$ cat src/rtl/axi_lite_arbiter.sv
// Shares one AXI4-Lite slave between NUM_MASTERS masters with independent read/write arbitration.
// Build option: define AXI_ARB_FIXED_PRIO_EN for fixed lowest-index-wins priority (default round-robin).
package axi_lite_pkg;
  localparam int ADDR_W = 32;
  localparam int DATA_W = 32;
  localparam int STRB_W = DATA_W / 8;
  localparam int RESP_W = 2;

  localparam logic [RESP_W-1:0] RESP_OKAY   = 2'b00;
  localparam logic [RESP_W-1:0] RESP_EXOKAY = 2'b01;
  localparam logic [RESP_W-1:0] RESP_SLVERR = 2'b10;
  localparam logic [RESP_W-1:0] RESP_DECERR = 2'b11;

  typedef struct packed {
    logic [ADDR_W-1:0] addr;
    logic              valid;
    logic              ready;
  } axi_lite_addr_t;

  typedef struct packed {
    logic [DATA_W-1:0] data;
    logic [STRB_W-1:0] strb;
    logic              valid;
    logic              ready;
  } axi_lite_w_t;

  typedef struct packed {
    logic [RESP_W-1:0] resp;
    logic              valid;
    logic              ready;
  } axi_lite_b_t;

  typedef struct packed {
    logic [DATA_W-1:0] data;
    logic [RESP_W-1:0] resp;
    logic              valid;
    logic              ready;
  } axi_lite_r_t;

  typedef struct packed {
    axi_lite_addr_t aw;
    axi_lite_w_t    w;
    axi_lite_b_t    b;
    axi_lite_addr_t ar;
    axi_lite_r_t    r;
  } axi_lite_bus_t;
endpackage

// state  | meaning
// W_IDLE | no write owner, picking a winner from aw.valid requests
// W_XFER | owner's AW and W routed to the slave until both handshakes are done
// W_RESP | slave B routed back to the owner until the B handshake
// R_IDLE | no read owner, picking a winner from ar.valid requests
// R_ADDR | owner's AR routed to the slave until its handshake
// R_DATA | slave R routed back to the owner until the R handshake
module axi_lite_arbiter
  import axi_lite_pkg::*;
#(
  parameter int NUM_MASTERS = 2
) (
  input  logic                   clk,
  input  logic                   rst,
  input  axi_lite_bus_t          m_in  [NUM_MASTERS],
  output axi_lite_bus_t          m_out [NUM_MASTERS],
  input  axi_lite_bus_t          s_in,
  output axi_lite_bus_t          s_out,
  output logic [NUM_MASTERS-1:0] wr_grant,
  output logic [NUM_MASTERS-1:0] rd_grant
);

  localparam int IDX_W = (NUM_MASTERS > 1) ? $clog2(NUM_MASTERS) : 1;

  typedef enum logic [1:0] {W_IDLE, W_XFER, W_RESP} wr_state_t;
  typedef enum logic [1:0] {R_IDLE, R_ADDR, R_DATA} rd_state_t;

  wr_state_t wr_state, wr_state_n;
  rd_state_t rd_state, rd_state_n;
  logic [NUM_MASTERS-1:0] wr_grant_n, rd_grant_n;
  logic [NUM_MASTERS-1:0] wr_req, rd_req, wr_pick, rd_pick;
  logic aw_done, aw_done_n, w_done, w_done_n;
  logic aw_hs, w_hs, b_hs, ar_hs, r_hs;

  logic [ADDR_W-1:0] g_awaddr, g_araddr;
  logic [DATA_W-1:0] g_wdata;
  logic [STRB_W-1:0] g_wstrb;
  logic g_awvalid, g_wvalid, g_bready, g_arvalid, g_rready;

  always_comb begin
    for (int i = 0; i < NUM_MASTERS; i++) begin
      wr_req[i] = m_in[i].aw.valid;
      rd_req[i] = m_in[i].ar.valid;
    end
  end

`ifdef AXI_ARB_FIXED_PRIO_EN
  function automatic logic [NUM_MASTERS-1:0] prio_pick(input logic [NUM_MASTERS-1:0] req);
    logic [NUM_MASTERS-1:0] g;
    g = '0;
    for (int k = NUM_MASTERS - 1; k >= 0; k--) begin
      if (|(req & (NUM_MASTERS'(1) << k))) g = NUM_MASTERS'(1) << k;
    end
    return g;
  endfunction

  assign wr_pick = prio_pick(wr_req);
  assign rd_pick = prio_pick(rd_req);
`else
  logic [IDX_W-1:0] last_w, last_r;

  // Walk downwards so the index nearest to last+1 is the final (winning) assignment.
  function automatic logic [NUM_MASTERS-1:0] rr_pick(input logic [NUM_MASTERS-1:0] req,
                                                     input logic [IDX_W-1:0] last);
    logic [NUM_MASTERS-1:0] g;
    int idx;
    g = '0;
    for (int k = NUM_MASTERS; k >= 1; k--) begin
      idx = (int'(last) + k) % NUM_MASTERS;
      if (|(req & (NUM_MASTERS'(1) << idx))) g = NUM_MASTERS'(1) << idx;
    end
    return g;
  endfunction

  function automatic logic [IDX_W-1:0] onehot_to_idx(input logic [NUM_MASTERS-1:0] oh);
    logic [IDX_W-1:0] idx;
    idx = '0;
    for (int k = 0; k < NUM_MASTERS; k++) begin
      if (|(oh & (NUM_MASTERS'(1) << k))) idx = IDX_W'(k);
    end
    return idx;
  endfunction

  assign wr_pick = rr_pick(wr_req, last_w);
  assign rd_pick = rr_pick(rd_req, last_r);

  always_ff @(posedge clk) begin
    if (rst) begin
      last_w <= IDX_W'(NUM_MASTERS - 1);
      last_r <= IDX_W'(NUM_MASTERS - 1);
    end else begin
      if (wr_state == W_RESP && b_hs) last_w <= onehot_to_idx(wr_grant);
      if (rd_state == R_DATA && r_hs) last_r <= onehot_to_idx(rd_grant);
    end
  end
`endif

  always_comb begin
    g_awaddr  = '0;
    g_awvalid = 1'b0;
    g_wdata   = '0;
    g_wstrb   = '0;
    g_wvalid  = 1'b0;
    g_bready  = 1'b0;
    g_araddr  = '0;
    g_arvalid = 1'b0;
    g_rready  = 1'b0;
    for (int i = 0; i < NUM_MASTERS; i++) begin
      if (wr_grant[i]) begin
        g_awaddr  = m_in[i].aw.addr;
        g_awvalid = m_in[i].aw.valid;
        g_wdata   = m_in[i].w.data;
        g_wstrb   = m_in[i].w.strb;
        g_wvalid  = m_in[i].w.valid;
        g_bready  = m_in[i].b.ready;
      end
      if (rd_grant[i]) begin
        g_araddr  = m_in[i].ar.addr;
        g_arvalid = m_in[i].ar.valid;
        g_rready  = m_in[i].r.ready;
      end
    end
  end

  // Completed channels stay masked so the slave never sees a repeated beat.
  always_comb begin
    s_out = '0;
    if (wr_state == W_XFER) begin
      s_out.aw.addr  = g_awaddr;
      s_out.aw.valid = g_awvalid & ~aw_done;
      s_out.w.data   = g_wdata;
      s_out.w.strb   = g_wstrb;
      s_out.w.valid  = g_wvalid & ~w_done;
    end
    if (wr_state == W_RESP) s_out.b.ready = g_bready;
    if (rd_state == R_ADDR) begin
      s_out.ar.addr  = g_araddr;
      s_out.ar.valid = g_arvalid;
    end
    if (rd_state == R_DATA) s_out.r.ready = g_rready;
  end

  always_comb begin
    for (int i = 0; i < NUM_MASTERS; i++) begin
      m_out[i] = '0;
      if (wr_grant[i] && wr_state == W_XFER) begin
        m_out[i].aw.ready = s_in.aw.ready & ~aw_done;
        m_out[i].w.ready  = s_in.w.ready & ~w_done;
      end
      if (wr_grant[i] && wr_state == W_RESP) begin
        m_out[i].b.valid = s_in.b.valid;
        m_out[i].b.resp  = s_in.b.resp;
      end
      if (rd_grant[i] && rd_state == R_ADDR) m_out[i].ar.ready = s_in.ar.ready;
      if (rd_grant[i] && rd_state == R_DATA) begin
        m_out[i].r.valid = s_in.r.valid;
        m_out[i].r.data  = s_in.r.data;
        m_out[i].r.resp  = s_in.r.resp;
      end
    end
  end

  assign aw_hs = s_out.aw.valid & s_in.aw.ready;
  assign w_hs  = s_out.w.valid & s_in.w.ready;
  assign b_hs  = s_in.b.valid & s_out.b.ready;
  assign ar_hs = s_out.ar.valid & s_in.ar.ready;
  assign r_hs  = s_in.r.valid & s_out.r.ready;

  always_comb begin
    wr_state_n = wr_state;
    wr_grant_n = wr_grant;
    aw_done_n  = aw_done;
    w_done_n   = w_done;
    case (wr_state)
      W_IDLE: begin
        if (|wr_req) begin
          wr_grant_n = wr_pick;
          aw_done_n  = 1'b0;
          w_done_n   = 1'b0;
          wr_state_n = W_XFER;
        end
      end
      W_XFER: begin
        aw_done_n = aw_done | aw_hs;
        w_done_n  = w_done | w_hs;
        if (aw_done_n && w_done_n) wr_state_n = W_RESP;
      end
      W_RESP: begin
        if (b_hs) begin
          wr_grant_n = '0;
          wr_state_n = W_IDLE;
        end
      end
      default: begin
        wr_grant_n = '0;
        wr_state_n = W_IDLE;
      end
    endcase
  end

  always_comb begin
    rd_state_n = rd_state;
    rd_grant_n = rd_grant;
    case (rd_state)
      R_IDLE: begin
        if (|rd_req) begin
          rd_grant_n = rd_pick;
          rd_state_n = R_ADDR;
        end
      end
      R_ADDR: if (ar_hs) rd_state_n = R_DATA;
      R_DATA: begin
        if (r_hs) begin
          rd_grant_n = '0;
          rd_state_n = R_IDLE;
        end
      end
      default: begin
        rd_grant_n = '0;
        rd_state_n = R_IDLE;
      end
    endcase
  end

  always_ff @(posedge clk) begin
    if (rst) begin
      wr_state <= W_IDLE;
      rd_state <= R_IDLE;
      wr_grant <= '0;
      rd_grant <= '0;
      aw_done  <= 1'b0;
      w_done   <= 1'b0;
    end else begin
      wr_state <= wr_state_n;
      rd_state <= rd_state_n;
      wr_grant <= wr_grant_n;
      rd_grant <= rd_grant_n;
      aw_done  <= aw_done_n;
      w_done   <= w_done_n;
    end
  end

  // Fields flowing in the opposite direction are never looked at.
  logic                   unused_s_in;
  logic [NUM_MASTERS-1:0] unused_m_in;

  assign unused_s_in = ^{s_in.aw.addr, s_in.aw.valid, s_in.w.data, s_in.w.strb, s_in.w.valid,
                         s_in.b.ready, s_in.ar.addr, s_in.ar.valid, s_in.r.ready};

  for (genvar gi = 0; gi < NUM_MASTERS; gi++) begin : g_unused
    assign unused_m_in[gi] = ^{m_in[gi].aw.ready, m_in[gi].w.ready, m_in[gi].b.resp,
                               m_in[gi].b.valid, m_in[gi].ar.ready, m_in[gi].r.data,
                               m_in[gi].r.resp, m_in[gi].r.valid};
  end

endmodule

$ cat config.mk
export PLATFORM = sky130hd
export DESIGN_NAME = axi_lite_arbiter
export DESIGN_NICKNAME = d
export VERILOG_FILES = /design/src/rtl/axi_lite_arbiter.sv
export SDC_FILE = /design/constraint.sdc
export NUM_CORES = 1
export LEC_CHECK = 0
export ABC_AREA = 0
export BUFFER_PORTS_ARGS = -buffer_cell sky130_fd_sc_hd__buf_2
export CAP_MARGIN = 0
export CORE_AREA = 2 2 339 341
export CTS_CLUSTER_SIZE = 16
export DETAILED_ROUTE_END_ITERATION = 10
export DIE_AREA = 0 0 341 343
export PLACE_DENSITY_LB_ADDON = 0.15
export SLEW_MARGIN = 20
export SYNTH_ARGS = -nofsm -noshare
export SYNTH_HDL_FRONTEND = slang
export SYNTH_SLANG_ARGS = --single-unit
$ cat constraint.sdc
create_clock -name clk -period 1.9 [get_ports clk]
set_input_delay 0.38 -clock clk [delete_from_list [all_inputs] [get_ports clk]]
set_output_delay 0.38 -clock clk [all_outputs]
set_load 0.01 [all_outputs]
==> metrics.md <==
| Metric | Value |
|---|---|
| Outcome | complete, but fails checks |
| Violated checks | setup timing |
| Final Hold Viols | 0 |
| Clock Sinks | 12 |
| Final net count | 1532 |
| CTS tree | built |
| Final setup viols | 141 |
| Register-to-Register Path Depth | 6 |
| Finished Cell Area | 10400 um2 |
| Final worst slack | -0.183 ns |
| Number of synthesized flops with an enable pin | 0 |
| Hold/Removal Path Class | primary input to flip-flop |
| Worst setup EP type | primary output |
| Leakage | 5.08 nW |
| Via Count | 5796 |
| DRT Pass-1 Iters | 4 |
| Most frequent cell after synthesis | buf_4 |
| Post-route ant nets | 0 |
| Num CTS Buffers | 3 |
| Dpl ws | -0.111 ns |
| Warnings from Yosys | 0 |
| Max Cap Violations | 0 |
| Max-slew violations | 0 |
| Crit path DAT | 1.70 ns |
| Post-DP HPWL | 32.0 mm |
| Buffers added on ports | 443 |
| First-pass GRT wire length | 46.7 mm |
| Critical Path RT | 1.52 ns |
| Initial core utilization | 3.74% |
| Library cells used by synthesis | 41 |
| GRT Overall Usage | 5.91% |
| Initial antenna violation count | 17 |
| Worst Setup Start Kind | flip-flop |
| Clock skew | 0.00138 ns |
| Synth area leader | buf_4 |
| Worst Path Class, Setup | flip-flop to primary output |
| Row count | 124 |
| H-Tree Depth | 1 |
| R2R Path Start | wr_grant[1]$_SDFFE_PP0P_ |
| R2R Setup Slk | 0.25 ns |
| Final WL | 39.0 mm |
| Sequential area share after synthesis | 5.66% |
| Layout Area Growth over Synthesis | 146% |
| DR WL/cell | 15.0 um |
| Largest net degree at the start of global routing | 42 |
| Gr ovfl total | 0 |
| CTS root buf | clkbuf_16 |
| Placed Area | 7640 um2 |
| Pwr/cell area | 226 nW/um2 |
| Final GP Congestion | 0.888 |
| Min Hold Slack | 0.377 ns |
| DP Cell Count | 2526 |
| Post-synthesis cell area | 4240 um2 |
| Hold EP | rd_state[0]$_SDFFE_PP0P_ |
| #FFs+latches synth | 12 |
| Top cells by count, synth | buf_4, a22o_1, and3_1 |
| Worst vdd ir | 0.000251 V |
| Avg Cell Area, Syn | 7.40 um2 |
| Post-Syn Instances | 573 |
| Total power | 2.35 mW |
| Routed vias/inst | 2.22 |
| Core ar. | 113000 um2 |
| Asr flop ratio synth | 0% |
| Hold depth | 2 |
| Share of cells above drive strength 1 | 62.1% |
| Worst-Skew Late Latency | 0.26 ns |
| Min cycle time layout | 2.08 ns |
| Vias in the first global route | 5529 |
| Iter 0 DRT Violations | 191 |
| Top cells by area, synth | buf_4, a22o_1, and3_1, dfxtp_1, buf_2 |
| Clk slew on worst S/H paths | 0.05 ns |
| Min-delay src | s_in[36] |
| DRC | 0 |
| Die height | 343 um |
| Fmax | 480 MHz |
| CP max FO | 8 |
| DIE AREA | 117000 um2 |
| Area fraction of the dominant cell type after synthesis | 45.5% |
| Fin cells | 2607 |
| IO Count | 882 |
| Leading register cell type out of synthesis | dfxtp_1 |
| Unrepaired setup endpoints after global routing | yes |
| CTS max path bufs | 2 |
| Capture point of the worst reg-to-reg path | wr_grant[1]$_SDFFE_PP0P_ |
| Crit share post-route | 110% |
| Die width | 341 um |
[state kept, by name, summed over array words and instances (netlist names)]
name and cells:
last_r 1, rd_state 2, wr_state 2, aw_done 1, last_w 1, wr_grant 2, rd_grant 2, w_done 1
[critical path, stage by stage, from the launching register on]
cell,delay (ns)
dfxtp_2,0.31
nor2b_4,0.13
buf_6,0.11
and2_4,0.18
buf_12,0.14
clkbuf_16,0.17
a22o_4,0.26
buf_6,0.14
[metrics by stage]
stage,setup TNS [ns],util [%]
after floorplan,0,-
after global placement,-0.690,6.73
after detailed placement,-1.52,6.73
after CTS,-17.64,8.70
after global routing,-24.07,9.20
final,-12.03,9.20
[placed cells by master, fill, tap and decap left out, types with 2 or more instances in the layout]
master and n:
diode_2 4, buf_2 334, dfxtp_4 3, a21oi_1 6, a22o_4 45, nand3_1 3, buf_4 30, o21ai_0 3
nor2b_4 3, and3_4 46, inv_1 6, conb_1 251, nand2_2 2, nand2b_1 7, o21a_1 2, and2_1 3
nor2_4 4, and3_1 32, a22oi_1 2, buf_12 26, nor2_1 8, a211oi_2 2, buf_8 11, o22ai_1 2
nor3_1 4, a22o_1 55, dfxtp_2 3, nand2_1 6, nand3b_1 4, buf_6 137, dfxtp_1 6, buf_16 10
clkbuf_16 11
[cells by family after synthesis]
family | count (synthesis) | share of synthesized area [%]
AOI/OAI and AO/OA | 129 | 25.6
and+or+nand+nor | 130 | 18.3
DFF | 12 | 5.66
buffers and inverters | 301 | 50.3
other | 1 | 0.0884
[routing by layer]
layer | vias up | GRT usage, % | wire length, um
met5 | - | 0 | 0
met4 | 0 | 1.18 | 1170
met3 | 44 | 2.54 | 4400
met2 | 455 | 10.7 | 19600
met1 | 2717 | 6.40 | 13900
li1 | 2580 | - | -
[worst max path at each step]
| stage | from | end | slack, ns | cells past startpoint |
|---|---|---|---|---|
| 3_5_place_dp | wr_state[0]$_SDFFE_PP0P_ | s_out[88] | -0.11 | 6 |
| 3_3_place_gp | wr_state[0]$_SDFFE_PP0P_ | s_out[88] | -0.09 | 6 |
| 2_1_floorplan | wr_state[0]$_SDFFE_PP0P_ | s_out[100] | 0.28 | 6 |
| 4_1_cts | wr_state[0]$_SDFFE_PP0P_ | s_out[100] | -0.21 | 7 |
| 5_1_grt | wr_state[0]$_SDFFE_PP0P_ | s_out[143] | -0.24 | 7 |
| 6_report | wr_state[0]$_SDFFE_PP0P_ | s_out[142] | -0.18 | 7 |
[power breakdown]
| group | total [mW] | internal (mW) | switching, mW |
|---|---|---|---|
| sequential | 0.275 | 0.262 | 0.0130 |
| combinational | 1.61 | 0.726 | 0.884 |
| clock | 0.469 | 0.321 | 0.148 |
| total | 2.35 | 1.31 | 1.04 |
[layout make-up]
cell class / instances / area [um2]
diodes: 4 / 10.0
clock buffers: 4 / 88.8
fillers: 13300 / 103000
inverters: 8 / 32.5
multi-input cells: 510 / 3520
flip-flops and latches: 12 / 255
well taps: 1512 / 1890
repair buffers: 557 / 4630
[what timing repair did]
| action | CTS | global route |
|---|---|---|
| hold buffers | 0 | 0 |
| pin swaps | 42 | 63 |
| hold endpoints to repair | 0 | 0 |
| buffers inserted | 45 | 8 |
| endpoints found under the setup margin | 180 | 180 |
| resized for setup | 283 | 95 |
| gates cloned | 18 | 10 |
Power figures use the tool's default switching activity.
